## src/rtl/key_voice_scheduler.sv

```systemverilog
// Debounces eight piano keys and allocates them to tone voices, stealing round-robin when all voices are busy.
// Voice outputs follow one cycle after a debounced edge; there is no backpressure, and queued events drain at one per cycle.
module key_voice_scheduler #(
   parameter int NUM_VOICES = 4,
   parameter int DEB_COUNT  = 50000,
   parameter int DEB_W      = 16
) (
   input  logic                      clk,
   input  logic                      rst_n,
   input  logic [7:0]                keys,
   output logic [7:0]                key_state,
   output logic [NUM_VOICES-1:0]     voice_on,
   output logic [3*NUM_VOICES-1:0]   voice_note,
   output logic [2:0]                active_cnt,
   output logic [1:0]                mix_shift,
   output logic                      steal_pulse
);

   localparam logic [DEB_W-1:0] DEB_LAST = DEB_W'(DEB_COUNT - 1);

   logic [7:0]                    sync1_q, sync1_d;
   logic [7:0]                    sync2_q, sync2_d;
   logic [DEB_W-1:0]              deb_cnt_q [8];
   logic [DEB_W-1:0]              deb_cnt_d [8];
   logic [7:0]                    key_state_q, key_state_d;
   logic [7:0]                    press_pend_q, press_pend_d;
   logic [7:0]                    rel_pend_q, rel_pend_d;
   logic [NUM_VOICES-1:0]         voice_on_q, voice_on_d;
   logic [3*NUM_VOICES-1:0]       voice_note_q, voice_note_d;
   logic [2:0]                    active_cnt_q, active_cnt_d;
   logic [1:0]                    mix_shift_q, mix_shift_d;
   logic                          steal_pulse_q, steal_pulse_d;
   logic [1:0]                    steal_ptr_q, steal_ptr_d;

   logic [7:0] key_rise;
   logic [7:0] key_fall;
   logic [2:0] serve_key;
   logic       note_hit;
   logic       free_found;
   logic [1:0] free_v;

   function automatic logic [2:0] lowest_idx(input logic [7:0] vec);
      logic [2:0] idx;
      idx = '0;
      for (int i = 7; i >= 0; i--) begin
         if (vec[i]) idx = 3'(i);
      end
      return idx;
   endfunction

   always_comb begin
      sync1_d     = keys;
      sync2_d     = sync1_q;
      key_state_d = key_state_q;
      for (int i = 0; i < 8; i++) begin
         deb_cnt_d[i] = '0;
         if (sync2_q[i] != key_state_q[i]) begin
            if (deb_cnt_q[i] == DEB_LAST) begin
               key_state_d[i] = ~key_state_q[i];
            end else begin
               deb_cnt_d[i] = deb_cnt_q[i] + DEB_W'(1);
            end
         end
      end
      key_rise = key_state_d & ~key_state_q;
      key_fall = ~key_state_d & key_state_q;
   end

   always_comb begin
      press_pend_d  = press_pend_q;
      rel_pend_d    = rel_pend_q;
      voice_on_d    = voice_on_q;
      voice_note_d  = voice_note_q;
      steal_ptr_d   = steal_ptr_q;
      steal_pulse_d = 1'b0;
      serve_key     = '0;
      note_hit      = 1'b0;
      free_found    = 1'b0;
      free_v        = '0;

      // Releases outrank presses so a full voice bank frees up before a steal is considered.
      if (|rel_pend_q) begin
         serve_key             = lowest_idx(rel_pend_q);
         rel_pend_d[serve_key] = 1'b0;
         for (int v = 0; v < NUM_VOICES; v++) begin
            if (voice_on_q[v] && (voice_note_q[3*v +: 3] == serve_key)) voice_on_d[v] = 1'b0;
         end
      end else if (|press_pend_q) begin
         serve_key               = lowest_idx(press_pend_q);
         press_pend_d[serve_key] = 1'b0;
         for (int v = 0; v < NUM_VOICES; v++) begin
            if (voice_on_q[v] && (voice_note_q[3*v +: 3] == serve_key)) note_hit = 1'b1;
            if (!free_found && !voice_on_q[v]) begin
               free_found = 1'b1;
               free_v     = 2'(v);
            end
         end
         if (!note_hit) begin
            for (int v = 0; v < NUM_VOICES; v++) begin
               if (free_found && (2'(v) == free_v)) begin
                  voice_on_d[v]          = 1'b1;
                  voice_note_d[3*v +: 3] = serve_key;
               end else if (!free_found && (2'(v) == steal_ptr_q)) begin
                  voice_note_d[3*v +: 3] = serve_key;
               end
            end
            if (!free_found) begin
               steal_pulse_d = 1'b1;
               steal_ptr_d   = steal_ptr_q + 2'd1;
            end
         end
      end

      for (int i = 0; i < 8; i++) begin
         if (key_rise[i]) begin
            press_pend_d[i] = 1'b1;
            rel_pend_d[i]   = 1'b0;
         end
         if (key_fall[i]) begin
            rel_pend_d[i]   = 1'b1;
            press_pend_d[i] = 1'b0;
         end
      end

      active_cnt_d = '0;
      for (int v = 0; v < NUM_VOICES; v++) begin
         active_cnt_d = active_cnt_d + 3'(voice_on_d[v]);
      end
      case (active_cnt_d)
         3'd0, 3'd1: mix_shift_d = 2'd0;
         3'd2:       mix_shift_d = 2'd1;
         default:    mix_shift_d = 2'd2;
      endcase
   end

   always_ff @(posedge clk or negedge rst_n) begin
      if (!rst_n) begin
         sync1_q       <= '0;
         sync2_q       <= '0;
         for (int i = 0; i < 8; i++) deb_cnt_q[i] <= '0;
         key_state_q   <= '0;
         press_pend_q  <= '0;
         rel_pend_q    <= '0;
         voice_on_q    <= '0;
         voice_note_q  <= '0;
         active_cnt_q  <= '0;
         mix_shift_q   <= '0;
         steal_pulse_q <= 1'b0;
         steal_ptr_q   <= '0;
      end else begin
         sync1_q       <= sync1_d;
         sync2_q       <= sync2_d;
         for (int i = 0; i < 8; i++) deb_cnt_q[i] <= deb_cnt_d[i];
         key_state_q   <= key_state_d;
         press_pend_q  <= press_pend_d;
         rel_pend_q    <= rel_pend_d;
         voice_on_q    <= voice_on_d;
         voice_note_q  <= voice_note_d;
         active_cnt_q  <= active_cnt_d;
         mix_shift_q   <= mix_shift_d;
         steal_pulse_q <= steal_pulse_d;
         steal_ptr_q   <= steal_ptr_d;
      end
   end

   assign key_state   = key_state_q;
   assign voice_on    = voice_on_q;
   assign voice_note  = voice_note_q;
   assign active_cnt  = active_cnt_q;
   assign mix_shift   = mix_shift_q;
   assign steal_pulse = steal_pulse_q;

endmodule

```

## config.mk

```make
export PLATFORM = sky130hd
export DESIGN_NAME = key_voice_scheduler
export DESIGN_NICKNAME = d
export VERILOG_FILES = /design/src/rtl/key_voice_scheduler.sv
export SDC_FILE = /design/constraint.sdc
export NUM_CORES = 1
export LEC_CHECK = 0
export BUFFER_PORTS_ARGS = -buffer_cell sky130_fd_sc_hd__buf_2
export CAP_MARGIN = 10
export CORE_ASPECT_RATIO = 0.6
export CORE_MARGIN = 2
export CORE_UTILIZATION = 25
export CTS_CLUSTER_DIAMETER = 40
export DETAILED_ROUTE_END_ITERATION = 12
export PLACE_DENSITY_LB_ADDON = 0.3
export SETUP_SLACK_MARGIN = 0.05
export SLEW_MARGIN = 20
export SYNTH_ARGS = -nofsm -noshare
export SYNTH_HDL_FRONTEND = slang
export SYNTH_SLANG_ARGS = --single-unit
```

## constraint.sdc

```tcl
create_clock -name clk -period 4.2 [get_ports clk]
set_input_delay 0.84 -clock clk [delete_from_list [all_inputs] [get_ports clk]]
set_output_delay 0.84 -clock clk [all_outputs]
set_load 0.005 [all_outputs]
```

==> results.cfg <==
[synth]
synth_async_sr_flop_share_pct = 100.0
synth-seq-area-share_pct = 51.31
synth-edff-count = 0
synthFlopType = dfrtp_1
syn_nets = 964
synth.cell_area_mm2 = 0.009364
netlist_top_cells_count = dfrtp_1, nor2_1, xor2_1, nand2_1, xnor2_1
yosysTopAreaCell = dfrtp_1
post_synth_inst_count = 923
post_synth.cell_area_avg_um2 = 10.15
yosysMostFrequentCell = dfrtp_1
synth.lib_cells_used.distinct = 60
synth.area.top_cells = dfrtp_1, xor2_1, nor2_1, xnor2_1, ha_1
postSynthRegisterBits = 192
synth_top_area_share_pct = 51.31
yosys_warnings = 0

[cells_and_area]
num-nets-final = 1010
layout-area-overhead-vs-synth_pct = 15.45
fillers = 3863
n_antenna_cell = 0
seqCellArea_mm2 = 0.004805
final_layout_size_suffix_gt1_share_pct = 10.79
multiInputGateArea_mm2 = 0.004334

[clocking]
cts_sinks = 192
cts_tree = done
clockRootBuffer = clkbuf_16
cts_setup_buffers = 0
cts.path.max_buffers = 2
numCtsBuffers = 17
cts.htree.levels = 4
insertion_delay_ns = 0.45
clkTransAtPathRegs_ns = 0.07

[worst_setup_path]
slowest_delay_ns = 0.53
worst-endpoint-arrival_ns = 4.14
cp.required_ns = 4.56
cp-start-kind = register
endpoint_kind = register
timing_worst_setup_path_type = register to register
timing.critical_path.cells = nor2b_1 > o21ai_1 > nand2_1 > xor2_1 > nor3_1 > buf_4 > nor3_1 > a22oi_1 > fa_1 > inv_1 > ha_1 > ha_1 > nor3b_1
path_max_fanout = 8
crit_path_top_delay_cell = fa_1

[min_path]
hold_path_class = register to register

[power]
powerDensity_mw_per_mm2 = 342.3
max-vdd-ir-drop_v = 0.0003021
leakagePower_nw = 4.902

[die]
die_h_um = 153.9
placementRows = 54
die_w_um = 253.9
die-area_mm2 = 0.03907
core_area_mm2 = 0.03662
floorplan.initialDensity_pct = 25.57
ioPinCount = 40

[timing]
timing.final.ws_setup_ns = 0.4216
report.final.setup_viol = 0
maximum_operating_frequency_ghz = 0.2647
final_min_period_over_clock_period_pct = 89.96
maxSlewViolCount = 0
rsz0062_at_grt = no
worstMarginPinSlew_ns = 1.037
fin_worst_skew_ns = 0.01247
timing.setup.tns_ns = 0
fin_crit_ns = 3.778
relSlewSlack_pct = 29.93
final_hold_viol_count = 0
minimum_hold_slack_ns = 0.3511

[route]
routed_antenna_nets = 0
firstDrtPassIters = 5
post_drt_wl_per_cell_um = 13.58
route.detailed.drc = 0
routed_via_density = 4.355
drt-initial-drc-count = 538
routed_wl_mm = 20.18
via_count = 6471

[global_routing]
wire_length_of_the_first_global_routing_pass_mm = 34.20
maximum_number_of_pins_on_one_net_before_global_route_repair = 83
gr-usage-met2_pct = 14.38
grtUsageMet1_pct = 17.52
antenna_found_initial = 0
first_global_vias = 6296
gr-usage-met3_pct = 2.827
top_usage_layer = met1
grt_remaining_overflow = 0
global_route.usage.total_pct = 11.03

[place]
gpl_wtd_cong = 0.8056
place_ws_ns = 0.3494
io_buffer_count = 39
dp_hpwl_mm = 14.35

[flow_run]
max_cap_viol_count = 0

[status]
run_status = finished, final reports clean
[per-stage QoR]
step / power [mW] / utilization (%) / cells / instance area (um2)
global placement: 2.029 / 27.83 / 1454 / 10190
floorplan: 1.968 / - / 923 / 9364
finish: 3.701 / 29.52 / 1486 / 10810
global route: 3.856 / 29.52 / 1486 / 10810
CTS: 3.758 / 29.51 / 1486 / 10810
detailed placement: 2.029 / 27.83 / 1454 / 10190
[sequential cells by signal, summed over array words and instances, names as in the netlist, 3 cells and up]
register,count
voice_note,12
rel_pend_q,8
deb_cnt_q,128
press_pend_q,8
voice_on,4
sync2_q,8
active_cnt,3
key_state,8
sync1_q,8
[cells by family (layout without fill, tap and decap cells)]
family | count (synthesis) | in the layout | share of synthesized area [%]
simple gates | 406 | 406 | 20.56
flops | 192 | 192 | 51.31
xor+xnor | 131 | 131 | 12.25
compound gates | 82 | 82 | 6.788
buf+inv | 60 | 119 | 2.445
fa+ha+maj | 31 | 31 | 4.222
mux | 21 | 21 | 2.419
[what timing repair did]
item                                   4_1_cts  5_1_grt
hold buffers                                 0        0
setup endpoints to repair                    0        3
gates resized for setup                      0        2
endpoints found under the hold margin        0        0
[report_power, final]
| group | internal [mW] | switching, mW | total [mW] |
|---|---|---|---|
| sequential | 1.87 | 0.0186 | 1.89 |
| combinational | 0.0266 | 0.0688 | 0.0954 |
| clock | 0.972 | 0.740 | 1.71 |
[critical path, delay by kind of cell, from the launching register on]
kind / cells / cell delay [ns]
adder cells (fa/ha/maj): 3 / 1.02
XOR/XNOR: 1 / 0.30
buffers and inverters: 2 / 0.20
AND/OR/NAND/NOR: 5 / 1.20
AO/OA/AOI/OAI: 2 / 0.53
flip-flops: 1 / 0.44
[cell usage in the layout, fill, tap and decap left out, types with 4 or more instances in the layout]
| cell type | netlist | routed |
|---|---|---|
| nor4b_1 | 6 | 6 |
| o21ai_0 | 18 | 17 |
| nor3_1 | 30 | 30 |
| or2_2 | 5 | 5 |
| buf_2 | 0 | 38 |
| a22oi_1 | 4 | 4 |
| nand2b_1 | 6 | 6 |
| clkbuf_16 | 0 | 17 |
| a32o_1 | 7 | 7 |
| inv_1 | 40 | 40 |
| a31oi_1 | 4 | 4 |
| xor2_1 | 80 | 80 |
| nand2_1 | 78 | 78 |
| xnor2_1 | 51 | 51 |
| nor4_1 | 5 | 5 |
| nand3_1 | 35 | 35 |
| nor2_1 | 154 | 154 |
| mux2i_1 | 8 | 8 |
| buf_4 | 1 | 7 |
| and2_1 | 4 | 4 |
| and3_1 | 29 | 29 |
| dfrtp_1 | 192 | 192 |
| nand4_1 | 31 | 31 |
| a21oi_1 | 16 | 15 |
| mux2_2 | 10 | 10 |
| or3_1 | 7 | 7 |
| ha_1 | 30 | 30 |
[routing by layer]
layer / vias up / wire [um]
met5: - / 0
met4: 0 / 140
met3: 13 / 579
met2: 74 / 8054
met1: 3152 / 11410
li1: 3232 / -
[layout make-up]
cell class / count / area share [%]
inverters: 40 / 1.389
flip-flops and latches: 192 / 44.44
repair buffers: 47 / 2.558
clock inverters: 12 / 1.458
multi-input cells: 671 / 40.09
well taps: 504 / 5.833
clock buffers: 20 / 4.225
[path summary, 6_finish.rpt]
check | from | end | slack (ns) | cells after the start
min in group asynchronous | rst_n | voice_note[2]$_DFFE_PN0P_ | 0.42 | 1
worst min register to register | sync1_q[3]$_DFF_PN0_ | sync2_q[3]$_DFF_PN0_ | 0.35 | 0
max in group asynchronous | rst_n | deb_cnt_q[78]$_DFF_PN0_ | 2.89 | 2
worst max register to register | press_pend_q[3]$_DFFE_PN0P_ | mix_shift[0]$_DFF_PN0_ | 0.42 | 13
worst max-delay path | press_pend_q[3]$_DFFE_PN0P_ | mix_shift[0]$_DFF_PN0_ | 0.42 | 13
worst min-delay path | sync1_q[3]$_DFF_PN0_ | sync2_q[3]$_DFF_PN0_ | 0.35 | 0
(Power assumes the default switching activity.)
